==> config.mk <==
export PLATFORM = sky130hd
export DESIGN_NAME = pc_branch_sequencer
export DESIGN_NICKNAME = d
export VERILOG_FILES = /design/src/rtl/pc_branch_sequencer.sv
export SDC_FILE = /design/constraint.sdc
export NUM_CORES = 1
export LEC_CHECK = 0
export BUFFER_PORTS_ARGS = -buffer_cell sky130_fd_sc_hd__buf_2
export CORE_MARGIN = 5
export CORE_UTILIZATION = 56
export CTS_CLUSTER_DIAMETER = 60
export DETAILED_ROUTE_END_ITERATION = 10
export GPL_TIMING_DRIVEN = 0
export PLACE_DENSITY = 0.86
export SLEW_MARGIN = 40
export SYNTH_ARGS = -nofsm -noshare
export SYNTH_HDL_FRONTEND = slang
export SYNTH_SLANG_ARGS = --single-unit
export TNS_END_PERCENT = 1
==> constraint.sdc <==
create_clock -name clk -period 2.81 [get_ports clk]
set_input_delay 0.4215 -clock clk [delete_from_list [all_inputs] [get_ports clk]]
set_output_delay 0.4215 -clock clk [all_outputs]
set_load 0.005 [all_outputs]
==> src/rtl/pc_branch_sequencer.sv <==
// Per-core branch/PC sequencer: serially scans active threads through one shared
// NZP match, writes CMP results and resolves a converged next PC with divergence.
module pc_branch_sequencer #(
  parameter int THREADS = 4,
  parameter int PC_BITS = 8
) (
  input  logic                   clk,
  input  logic                   reset,
  input  logic                   Start,
  input  logic [THREADS-1:0]     ThreadMask,
  input  logic [PC_BITS-1:0]     CurrentPC,
  input  logic                   NZPWriteEnable,
  input  logic [3*THREADS-1:0]   NZPIn,
  input  logic                   PCMux,
  input  logic [2:0]             BranchNZP,
  input  logic [PC_BITS-1:0]     Immediate,
  output logic                   Busy,
  output logic                   Done,
  output logic [PC_BITS-1:0]     NextPC,
  output logic                   Diverged,
  output logic [3*THREADS-1:0]   NZPState
);

  localparam int IW = (THREADS > 1) ? $clog2(THREADS) : 1;
  localparam logic [IW-1:0] LAST = IW'(THREADS - 1);

  typedef enum logic [1:0] {IDLE, SCAN, FINISH} state_t;
  state_t state, state_nx;

  logic [IW-1:0]          idx;
  logic [THREADS-1:0]     l_mask;
  logic [PC_BITS-1:0]     l_pc;
  logic                   l_we;
  logic [3*THREADS-1:0]   l_nzpin;
  logic                   l_pcmux;
  logic [2:0]             l_bnzp;
  logic [PC_BITS-1:0]     l_imm;
  logic [2:0]             nzp [THREADS];

  logic [PC_BITS-1:0]     ref_pc, pc_inc, cand;
  logic                   seen, div, active, taken, mismatch;

  // Shared per-step evaluation for the thread currently addressed by idx.
  always_comb begin
    pc_inc   = l_pc + PC_BITS'(1);
    active   = l_mask[idx];
    taken    = |(nzp[idx] & l_bnzp);
    cand     = pc_inc;
    if (!l_we && l_pcmux && taken) cand = l_imm;
    mismatch = active && seen && (cand != ref_pc);
  end

  always_ff @(posedge clk) begin
    if (reset) state <= IDLE;
    else       state <= state_nx;
  end

  always_comb begin
    state_nx = state;
    Busy     = 1'b0;
    Done     = 1'b0;
    case (state)
      IDLE:   if (Start) state_nx = SCAN;
      SCAN: begin
        Busy = 1'b1;
        if (idx == LAST) state_nx = FINISH;
      end
      FINISH: begin
        Busy     = 1'b1;
        Done     = 1'b1;
        state_nx = IDLE;
      end
      default: state_nx = IDLE;
    endcase
  end

  // Results are committed on the last scan step so they are already valid while Done is high.
  always_ff @(posedge clk) begin
    if (reset) begin
      for (int unsigned i = 0; i < THREADS; i++) nzp[i] <= '0;
      NextPC   <= '0;
      Diverged <= 1'b0;
      idx      <= '0;
      seen     <= 1'b0;
      div      <= 1'b0;
      ref_pc   <= '0;
      l_mask   <= '0;
      l_pc     <= '0;
      l_we     <= 1'b0;
      l_nzpin  <= '0;
      l_pcmux  <= 1'b0;
      l_bnzp   <= '0;
      l_imm    <= '0;
    end else begin
      case (state)
        IDLE: begin
          if (Start) begin
            l_mask  <= ThreadMask;
            l_pc    <= CurrentPC;
            l_we    <= NZPWriteEnable;
            l_nzpin <= NZPIn;
            l_pcmux <= PCMux;
            l_bnzp  <= BranchNZP;
            l_imm   <= Immediate;
            idx     <= '0;
            seen    <= 1'b0;
            div     <= 1'b0;
            // Default reference covers the no-active-thread case.
            ref_pc  <= CurrentPC + PC_BITS'(1);
          end
        end
        SCAN: begin
          if (active) begin
            if (l_we) nzp[idx] <= l_nzpin[3*idx +: 3];
            if (!seen) begin
              ref_pc <= cand;
              seen   <= 1'b1;
            end
            if (mismatch) div <= 1'b1;
          end
          idx <= idx + 1'b1;
          if (idx == LAST) begin
            NextPC   <= (active && !seen) ? cand : ref_pc;
            Diverged <= div | mismatch;
          end
        end
        default: ;
      endcase
    end
  end

  always_comb begin
    NZPState = '0;
    for (int unsigned i = 0; i < THREADS; i++) NZPState[3*i +: 3] = nzp[i];
  end

endmodule

==> key figures, run 1 <==
Synthesis
  • Portion of the post-synthesis area used by sequential elements: 0.436
  • Biggest area consumer among synthesized cells: dfxtp_1
  • Net count after synthesis: 478
  • Post-synth cell types: 43
  • Synth Area in Compound Gates: 0.187
  • Share of async-settable or async-resettable flops after synthesis: 0
  • Most frequently used cell type in the post-synthesis netlist: nand2_1
  • Yosys reg bits: 74
  • Top cell type's share of synthesized area: 0.338
  • Dominant combinational cell family by area after synthesis: simple AND/OR/NAND/NOR gates
  • Adder-cell area share of the yosys netlist: 0.0204
  • Post-synth EDFFs: 12
  • Fraction of the mapped netlist area in simple logic gates: 0.190
  • Commonest register cell after synthesis: dfxtp_1
  • Multiplexer area fraction after synthesis: 0.0559
  • Mean instance size in the synthesized netlist: 8.50 um2
  • Post-synthesis share of cell area spent on xor and xnor gates: 0.0532
  • Ys Warns: 0
  • Mapped Area: 0.00367 mm2
  • Count of mapped cells out of synthesis: 432
  • Top area cells in the synthesized netlist: dfxtp_1 (34%), nand2_1 (9.9%), edfxtp_1 (9.8%), a21oi_1 (7.9%), a211oi_1 (4.9%)
  • Most frequent cells after synthesis: nand2_1 (97), dfxtp_1 (62), a21oi_1 (58)

CTS
  • H-tree levels: 3
  • Cell chosen for the clock root: clkbuf_8
  • Register clock-pin slew on the reported worst setup and hold paths: 0.08 ns
  • Maximum clock path buffer count: 2
  • Number of sinks on the clock net: 74
  • Total clock buffers created by CTS: 9
  • Clock latency at the later pin of the worst-skew pair: 0.36 ns
  • TritonCTS clock tree: built

Critical path
  • Buffers & Inverters on Critical Path: 1
  • Critical path class: reg2reg
  • Worst EP arrival: 2.92 ns
  • Largest stage delay on the critical path: 0.56 ns
  • Worst path depth: 8
  • Ordered list of cells on the worst path: mux4_2 -> a22oi_4 -> a21o_1 -> buf_6 -> mux2i_1 -> xor2_1 -> a41oi_1 -> o31a_1
  • Cell with the largest stage delay on the worst path: mux4_2
  • Crit path required time: 3.06 ns
  • Logic depth of the worst register-to-register path: 8
  • Type of element launching the critical path: flop
  • Largest fanout of any net on the critical path: 9
  • Worst Setup End Kind: flop
  • Worst path top cell family by delay: multiplexers

Die
  • Top Ports: 63
  • Placeable core region: 0.00635 mm2
  • Overall die width: 91.0 um
  • Effective utilization at floorplan: 0.578
  • Die Area: 0.00827 mm2
  • Standard-cell row count: 29
  • Die extent in y: 91.0 um

STA
  • Count of endpoints failing setup in the final report: 0
  • Maximum frequency from static timing analysis: 375 MHz
  • Final hold violation count: 0
  • Final period util: 0.949
  • Summed negative setup slack over all endpoints: 0 ns
  • Setup slack of the critical path after layout: 0.143 ns
  • Clock Skew: 0.00987 ns
  • RSZ-0062 raised after global routing: no
  • Rel. slew slack: 0.573
  • Worst Tran Pin Value: 0.641 ns
  • Fin crit period: 2.67 ns
  • Final Max Slew Viols: 0

Placement
  • Sum of net half-perimeters after detailed placement: 7180 um
  • Port Buffer Count: 61
  • Pre-CTS worst setup slack: 0.0603 ns
  • Gpl congestion: 0.831
  • Post-place instance area: 0.00407 mm2

Layout
  • Antenna Cells: 0
  • # fillers: 485
  • Layout area overhead: 16.6%
  • Total non-filler cell area in the finished layout: 0.00428 mm2
  • Layout Nets: 552
  • Layout cells sized above 1: 0.194

Worst hold path
  • Min-delay worst type: in2reg
  • Cell depth of the worst hold path: 3

Global routing
  • Number of antenna violations at the first check in global routing: 0
  • Global-route wire length before repair: 15800 um
  • Largest net degree at the start of global routing: 14
  • Number of global-route vias before repair: 3343
  • Global router's overall resource usage: 0.236
  • Total grt overflow: 0

Routing
  • WL final: 9760 um
  • Detail Route Antenna Nets: 0
  • First-pass DRT Iterations: 5
  • Vias: 3442
  • Number of remaining DRC errors: 0
  • Iteration-0 DRC Markers: 327
  • Average wire per cell in the routed design: 16.6 um
  • Average via count per standard cell: 5.85

Run
  • Number of max-cap violations: 0

Outcome
  • Result of the run: finished clean

Power and ir drop
  • Total power density per cell area: 554 mW/mm2
  • Worst vdd ir: 0.469 mV
  • Post-route total power: 2.37 mW
  • Leakage power figure: 1.77 nW
[power by group]
group	internal [mW]	switching, mW
registers	1.13	0.0555
clock network	0.379	0.417
logic	0.157	0.229
[per-layer routing]
metal | GRT usage | routed length [um]
met5 | 0 | 0
met3 | 0.0595 | 700
met2 | 0.376 | 4750
met1 | 0.301 | 4060
met4 | 0.109 | 255
[flip-flops by register name (all words and copies together) (netlist names), 2 cells and up, named ones only]
register,count
l_nzpin,12
nzp,12
NextPC,8
l_imm,8
l_pc,8
ref_pc,8
l_mask,4
l_bnzp,3
idx,2
state,2
[worst register-to-register path: stages, from the launching register on]
cell and delay [ns]:
dfxtp_2 0.38, mux4_2 0.56, a22oi_4 0.34, a21o_1 0.18
buf_6 0.14, mux2i_1 0.35, xor2_1 0.22, a41oi_1 0.13
o31a_1 0.25
[final timing paths]
kind / to / slack (ns) / startpoint
setup reg to reg: Diverged / 0.14 / flop
setup / recovery: Diverged / 0.14 / flop
hold / removal: l_nzpin[7] / 0.29 / NZPIn[7]
hold reg to reg: NextPC[0] / 0.45 / NextPC[0]
[per-stage QoR]
| stage | util | std cells | hold slack, ns |
|---|---|---|---|
| 2_1_floorplan | - | 432 | 0.431 |
| 3_3_place_gp | 0.641 | 570 | 0.439 |
| 3_5_place_dp | 0.641 | 570 | 0.442 |
| 4_1_cts | 0.672 | 586 | 0.289 |
| 5_1_grt | 0.674 | 588 | 0.295 |
| 6_report | 0.674 | 588 | 0.292 |
[cells in the final DEF, fill, tap and decap left out, drive strengths merged, types with 2 or more instances in the layout]
master / n
a211oi: 25
a21o: 2
a21oi: 58
and2: 3
and3: 5
buf: 67
clkbuf: 35
clkinv: 3
clkinvlp: 2
dfxtp: 62
edfxtp: 12
ha: 6
inv: 19
mux2i: 4
mux4: 7
nand2: 98
nand2b: 5
nand3: 6
nand4: 2
nor2: 34
nor2b: 3
nor3: 5
o211ai: 6
o21ai: 12
xnor2: 7
xor2: 10
[layout make-up]
type	count	area, um2	share of cell area
clock buffer	11	154	0.0359
tap	77	96.3	0.0225
timing repair buffer	63	320	0.0748
sequential	74	1600	0.374
multi-input combinational	311	1860	0.434
clock inverter	5	37.5	0.00877
buffer	28	140	0.0327
inverter	19	71.3	0.0167
[what timing repair did]
action | in CTS | in global routing
hold buffers | 0 | 0
buffers inserted | 0 | 2
resized for setup | 0 | 5
endpoints found under the setup margin | 0 | 9
[cells by family (layout without fill, tap and decap cells)]
logic type               after synthesis  after routing
AO/OA/AOI/OAI                        111            111
buffers and inverters                 47            126
multiplexers                          11             11
AND/OR/NAND/NOR                      164            164
XOR/XNOR                              19             19
flip-flops                            74             74
adder cells (fa/ha/maj)                6              6
Note: power is estimated with default switching activity, not from simulation.
==> run 2, diff against run 1 <==
Settings changed: CORE_ASPECT_RATIO from default to 1.4, CORE_MARGIN 5 to 10.
==> key figures, run 2 (synthesis results as in run 1) <==
Critical path
  • Type of element launching the critical path: flop
  • Critical path class: reg2reg
  • Logic depth of the worst register-to-register path: 9 (+1)
  • Register-to-register setup slack: 0.15 ns (about the same)
  • Largest fanout of any net on the critical path: 10 (+1)
  • Crit path required time: 3.06 ns (about the same)
  • Worst EP arrival: 2.91 ns (about the same)
  • Reg-to-reg endpoint: Diverged
  • Worst Setup End Kind: flop

CTS
  • Maximum clock path buffer count: 2 (unchanged)
  • Clock latency at the later pin of the worst-skew pair: 0.36 ns (about the same)
  • Number of sinks on the clock net: 74 (unchanged)
  • Total clock buffers created by CTS: 9 (unchanged)
  • H-tree levels: 3 (unchanged)
  • TritonCTS clock tree: built
  • Register clock-pin slew on the reported worst setup and hold paths: 0.08 ns (about the same)
  • Cell chosen for the clock root: clkbuf_8

Routing
  • Iteration-0 DRC Markers: 288 (-12%)
  • Average via count per standard cell: 5.85 (-0.11%)
  • Length of routed met2 wiring: 5250 um (+11%)
  • First-pass DRT Iterations: 7 (+2)
  • Vias: 3403 (-1.1%)
  • Number of remaining DRC errors: 0 (unchanged)
  • Detail Route Antenna Nets: 0 (unchanged)
  • WL final: 10200 um (+4.1%)
  • Total length of routed met3 wires: 664 um (-5.1%)
  • Met1 layer wirelength in the final routing: 3760 um (-7.5%)
  • Highest metal layer with signal wires: met4
  • Average wire per cell in the routed design: 17.5 um (+5.1%)

Die
  • Die Area: 0.0102 mm2 (+24%)
  • Standard-cell row count: 34 (+17%)
  • Placeable core region: 0.00630 mm2 (-0.85%)
  • Top Ports: 63 (unchanged)
  • Overall die width: 88.4 um (-2.8%)
  • Effective utilization at floorplan: 0.583 (+0.00494)
  • Die extent in y: 116 um (+27%)

Outcome
  • Result of the run: finished clean

Global routing
  • Global router's overall resource usage: 0.205 (-0.0306)
  • Global-route wire length before repair: 16200 um (+2.8%)
  • Number of global-route vias before repair: 3368 (+0.75%)
  • Total grt overflow: 0 (unchanged)
  • Largest net degree at the start of global routing: 15 (+1)
  • Number of antenna violations at the first check in global routing: 0 (unchanged)

STA
  • Maximum frequency from static timing analysis: 376 MHz (+0.19%)
  • Final hold violation count: 0 (unchanged)
  • Final period util: 0.947 (-0.00183)
  • Worst Tran Pin Value: 0.619 ns (-0.0222 ns)
  • Worst Hold Slack: 0.292 ns (-0.000348 ns)
  • RSZ-0062 raised after global routing: no
  • Final Max Slew Viols: 0 (unchanged)
  • Summed negative setup slack over all endpoints: 0 ns (unchanged)
  • Clock Skew: 0.0102 ns (+0.000310 ns)
  • Rel. slew slack: 0.588 (+0.0148)
  • Fin crit period: 2.66 ns (-0.00516 ns)
  • Count of endpoints failing setup in the final report: 0 (unchanged)

Worst hold path
  • Cell depth of the worst hold path: 3 (unchanged)
  • Endpoint of the worst hold-timing path: l_nzpin[8]
  • Hold Crit Start: NZPIn[8]
  • Min-delay worst type: in2reg

Layout
  • Layout area overhead: 16.8%
  • Commonest cells after routing, fill and taps aside: nand2_1 (97), dfxtp_1 (62), buf_2 (61), a21oi_1 (58), nor2_1 (34)
  • Count of non-filler cells in the finished layout: 582 (-1.0%)
  • Layout Nets: 551 (-0.18%)
  • Layout cells sized above 1: 0.184 (-0.00942)
  • Largest registers: l_nzpin (12), nzp (12)
  • Antenna Cells: 0 (unchanged)
  • # fillers: 514 (+6.0%)
  • Most common library cell in the layout ignoring fill and taps: nand2_1

Placement
  • Gpl congestion: 0.926 (+11%)
  • Sum of net half-perimeters after detailed placement: 7720 um (+7.6%)
  • Instance count after placement with tap cells included: 565 (-0.88%)
  • Port Buffer Count: 61 (unchanged)

Run
  • Number of max-cap violations: 0 (unchanged)

Power and ir drop
  • Worst vdd ir: 0.358 mV (-24%)
  • Leakage power figure: 1.78 nW (+0.52%)
  • Total power density per cell area: 574 mW/mm2 (+3.6%)
==> run 2: cell count changes in the layout (fill, tap and decap cells not counted), sizes merged <==
cell / before / now
bufinv: 0 / 1
clkinv: 3 / 0
inv: 19 / 20
clkinvlp: 2 / 3
buf: 67 / 66
==> run 2: how the worst max path moves through the flow <==
stage	startpoint	to
finish	flop	Diverged
global route	flop	Diverged
CTS	flop	Diverged
detailed placement	flop	Diverged
global placement	flop	Diverged
floorplan	flop	Diverged
==> run 2: routing by layer <==
metal | GRT usage | vias to the layer above
li1 | - | 1639
met1 | 0.218 | 1573
met2 | 0.360 | 148
met3 | 0.0548 | 43
met4 | 0.109 | 0
met5 | 0 | -
==> run 2: worst max-delay path, stage by stage (launching register included) <==
cell      delay [ns]
dfxtp_1         0.42
mux4_1          0.63
nand2_2         0.21
a21o_1          0.16
buf_6           0.14
buf_12          0.13
a211oi_1        0.08
nor4_2          0.35
a41oi_1         0.17
o31a_1          0.25
==> run 2: layout make-up <==
cell class,instances,area (um2),share of cell area
multi-input cells,311,1860,0.433
flip-flops and latches,74,1600,0.373
repair buffers,62,313,0.0729
clock buffers,11,153,0.0356
plain buffers,28,140,0.0327
well taps,72,90.1,0.0210
inverters,19,71.3,0.0166
clock inverters,5,61.3,0.0143
==> run 2: per-stage QoR <==
stage | cell area, um2 | util | total power, mW | worst slack [ns]
global placement | 4070 | 0.646 | 1.57 | 0.0682
global route | 4290 | 0.681 | 2.57 | 0.0141
finish | 4290 | 0.681 | 2.46 | 0.148
CTS | 4280 | 0.680 | 2.46 | 0.00647
detailed placement | 4070 | 0.646 | 1.59 | 0.0191
floorplan | 3670 | - | 1.45 | 0.379
==> run 2: where the power goes <==
| group | total, mW | internal, mW | switching (mW) |
|---|---|---|---|
| combinational | 0.382 | 0.154 | 0.228 |
| sequential | 1.19 | 1.13 | 0.0577 |
| clock | 0.887 | 0.467 | 0.420 |
| total | 2.46 | 1.75 | 0.706 |
==> run 2: repair_timing <==
item	CTS	global route
hold buffers	0	0
endpoints found under the setup margin	0	4
resized for setup	0	2
setup buffers	0	1
==> run 3, diff against run 2 <==
Settings changed: ABC_AREA from default to 1, CORE_MARGIN 10 to 5, CORE_UTILIZATION 56 to 45, PLACE_DENSITY 0.86 to 0.72.
==> key figures, run 3 <==
Worst hold path
  • Min-delay worst type: in2reg

Run
  • Number of max-cap violations: 0 (unchanged)

Placement
  • Gpl congestion: 0.868 (-6.2%)
  • Sum of net half-perimeters after detailed placement: 7140 um (-7.6%)
  • Port Buffer Count: 62 (+1.6%)

Synthesis
  • Top area cells in the synthesized netlist: dfxtp_1 (34%), edfxtp_1 (9.8%), nor2_1 (9.1%), nand2_1 (8.4%), o21ai_0 (7.3%)
  • Post-synth cell types: 35 (-19%)
  • Most frequent cells after synthesis: nor2_1 (89), nand2_1 (83), dfxtp_1 (62)
  • Count of mapped cells out of synthesis: 504 (+17%)
  • Most frequently used cell type in the post-synthesis netlist: nor2_1
  • Top cell type's share of synthesized area: 0.336 (-0.00161)
  • Biggest area consumer among synthesized cells: dfxtp_1
  • Mapped Area: 0.00369 mm2 (+0.48%)
  • Net count after synthesis: 550 (+15%)
  • Post-synth EDFFs: 12 (unchanged)
  • Commonest register cell after synthesis: dfxtp_1
  • Yosys reg bits: 74 (unchanged)
  • Mean instance size in the synthesized netlist: 7.32 um2 (-14%)
  • Portion of the post-synthesis area used by sequential elements: 0.434 (-0.00207)
  • Ys Warns: 0 (unchanged)
  • Share of async-settable or async-resettable flops after synthesis: 0 (unchanged)

Routing
  • Number of remaining DRC errors: 0 (unchanged)
  • Average wire per cell in the routed design: 13.6 um (-22%)
  • Iteration-0 DRC Markers: 264 (-8.3%)
  • Average via count per standard cell: 5.05 (-14%)
  • Vias: 3451 (+1.4%)
  • Detail Route Antenna Nets: 0 (unchanged)
  • First-pass DRT Iterations: 5 (-2)
  • WL final: 9330 um (-8.2%)

STA
  • Clock Skew: 0.00778 ns (-0.00240 ns)
  • Fin crit period: 2.16 ns (-0.506 ns)
  • Rel. slew slack: 0.583 (-0.00404)
  • Maximum frequency from static timing analysis: 464 MHz (+23%)
  • Final hold violation count: 0 (unchanged)
  • RSZ-0062 raised after global routing: no
  • Count of endpoints failing setup in the final report: 0 (unchanged)
  • Worst Tran Pin Value: 0.625 ns (+0.00606 ns)
  • Summed negative setup slack over all endpoints: 0 ns (unchanged)
  • Final period util: 0.767 (-0.180)
  • Final Max Slew Viols: 0 (unchanged)

CTS
  • Clock latency at the later pin of the worst-skew pair: 0.34 ns (-0.02 ns)
  • TritonCTS clock tree: built
  • H-tree levels: 3 (unchanged)
  • Buffers inserted by post-CTS timing repair: 0 (unchanged)
  • Register clock-pin slew on the reported worst setup and hold paths: 0.06 ns (-0.02 ns)
  • Cell chosen for the clock root: clkbuf_16
  • CTS-repair resized insts: 0 (unchanged)
  • Maximum clock path buffer count: 2 (unchanged)
  • Total clock buffers created by CTS: 9 (unchanged)
  • Post-CTS Hold Fix Bufs: 0 (unchanged)
  • Number of sinks on the clock net: 74 (unchanged)

Power and ir drop
  • Total power density per cell area: 633 mW/mm2 (+10%)
  • Worst vdd ir: 0.481 mV (+34%)
  • Leakage power figure: 1.97 nW (+11%)
  • Post-route total power: 2.81 mW (+14%)

Critical path
  • Worst EP arrival: 2.34 ns (-0.57 ns)
  • Register-to-register setup slack: 0.65 ns (+0.51 ns)
  • Critical path class: reg2reg
  • Largest fanout of any net on the critical path: 10 (unchanged)
  • Largest stage delay on the critical path: 0.33 ns (-0.30 ns)
  • Worst Setup End Kind: flop
  • Type of element launching the critical path: flop
  • Crit path required time: 3.00 ns (-0.06 ns)
  • Ordered list of cells on the worst path: inv_1 -> ha_1 -> buf_2 -> clkinv_1 -> o21ai_4 -> o21ai_2 -> buf_4 -> a21oi_1 -> a221oi_2
  • Cell with the largest stage delay on the worst path: dfxtp_1

Global routing
  • Number of global-route vias before repair: 3235 (-3.9%)
  • Global router's overall resource usage: 0.193 (-0.0122)
  • Global-route wire length before repair: 15300 um (-5.8%)
  • Number of antenna violations at the first check in global routing: 0 (unchanged)
  • Largest net degree at the start of global routing: 14 (-1)
  • Total grt overflow: 0 (unchanged)

Layout
  • Antenna Cells: 0 (unchanged)
  • Commonest cells after routing, fill and taps aside: nor2_1 (89), nand2_1 (83), buf_2 (64), dfxtp_1 (62), o21ai_0 (54)
  • # fillers: 819 (+59%)
  • Layout Nets: 623 (+13%)
  • Layout cells sized above 1: 0.204 (+0.0202)
  • Layout area overhead: 20.4%
  • Largest registers: l_nzpin (12), nzp (12)
  • Most common library cell in the layout ignoring fill and taps: nor2_1

Die
  • Die extent in y: 117 um (+1.1%)
  • Top Ports: 63 (unchanged)
  • Standard-cell row count: 39 (+15%)
  • Overall die width: 86.5 um (-2.2%)
  • Effective utilization at floorplan: 0.455 (-0.128)
  • Die Area: 0.0101 mm2 (-1.1%)
  • Placeable core region: 0.00810 mm2 (+29%)

Outcome
  • Result of the run: finished clean
-- run 3: changes by cell type in the layout (fill, tap and decap cells not counted), sizes merged, moves of 20 or more --
cell	change
o21ai	+44
nand3	+25
a211oi	-24
inv	+39
nor2	+59
a21oi	-20
-- run 3: cell type report --
| class | instances | area (um2) | area share |
|---|---|---|---|
| tap | 102 | 128 | 0.0287 |
| timing repair buffer | 62 | 310 | 0.0699 |
| multi-input combinational | 352 | 1780 | 0.401 |
| sequential | 74 | 1600 | 0.361 |
| inverter | 58 | 218 | 0.0490 |
| clock inverter | 5 | 60.1 | 0.0135 |
| buffer | 20 | 88.8 | 0.0200 |
| clock buffer | 11 | 253 | 0.0569 |
-- run 3: critical path: cells and delay by family (launching register included) --
family / cells / cell delay [ns]
buffers and inverters: 4 / 0.81
AOI/OAI and AO/OA: 4 / 0.73
DFF: 1 / 0.33
adders and majority gates: 1 / 0.14
-- run 3: through the flow --
stage / std cells / hold slack, ns / instance area [um2] / utilization / setup WS (ns)
2_1_floorplan: 504 / 0.430 / 3690 / - / 1.08
3_3_place_gp: 668 / 0.448 / 4130 / 0.509 / 0.755
3_5_place_dp: 668 / 0.452 / 4130 / 0.509 / 0.705
4_1_cts: 684 / 0.332 / 4440 / 0.548 / 0.636
5_1_grt: 684 / 0.343 / 4440 / 0.548 / 0.439
6_report: 684 / 0.332 / 4440 / 0.548 / 0.654
-- run 3: final timing paths --
kind	cells after the start	to	from
max	9	ref_pc[4]	state[1]
min reg2reg	2	NextPC[0]	NextPC[0]
min	3	l_nzpin[1]	NZPIn[1]
max reg2reg	9	ref_pc[4]	state[1]
-- run 3: where the power goes --
part	internal, mW	switching (mW)	leakage [nW]
clock	0.740	0.440	0.153
combinational	0.154	0.279	1.18
sequential	1.15	0.0452	0.635
-- run 3: kinds of logic after synthesis --
logic type / share of synthesized area
AND/OR/NAND/NOR: 0.273
buffers and inverters: 0.0831
XOR/XNOR: 0.0214
flip-flops: 0.434
AO/OA/AOI/OAI: 0.168
adder cells (fa/ha/maj): 0.0204
-- run 3: layer usage --
layer | global-route usage | vias to the layer above | share of wire
met5 | 0 | - | 0
met4 | 0.0946 | 0 | 0.024
met3 | 0.0399 | 17 | 0.052
met2 | 0.325 | 103 | 0.49
met1 | 0.233 | 1550 | 0.43
li1 | - | 1781 | -
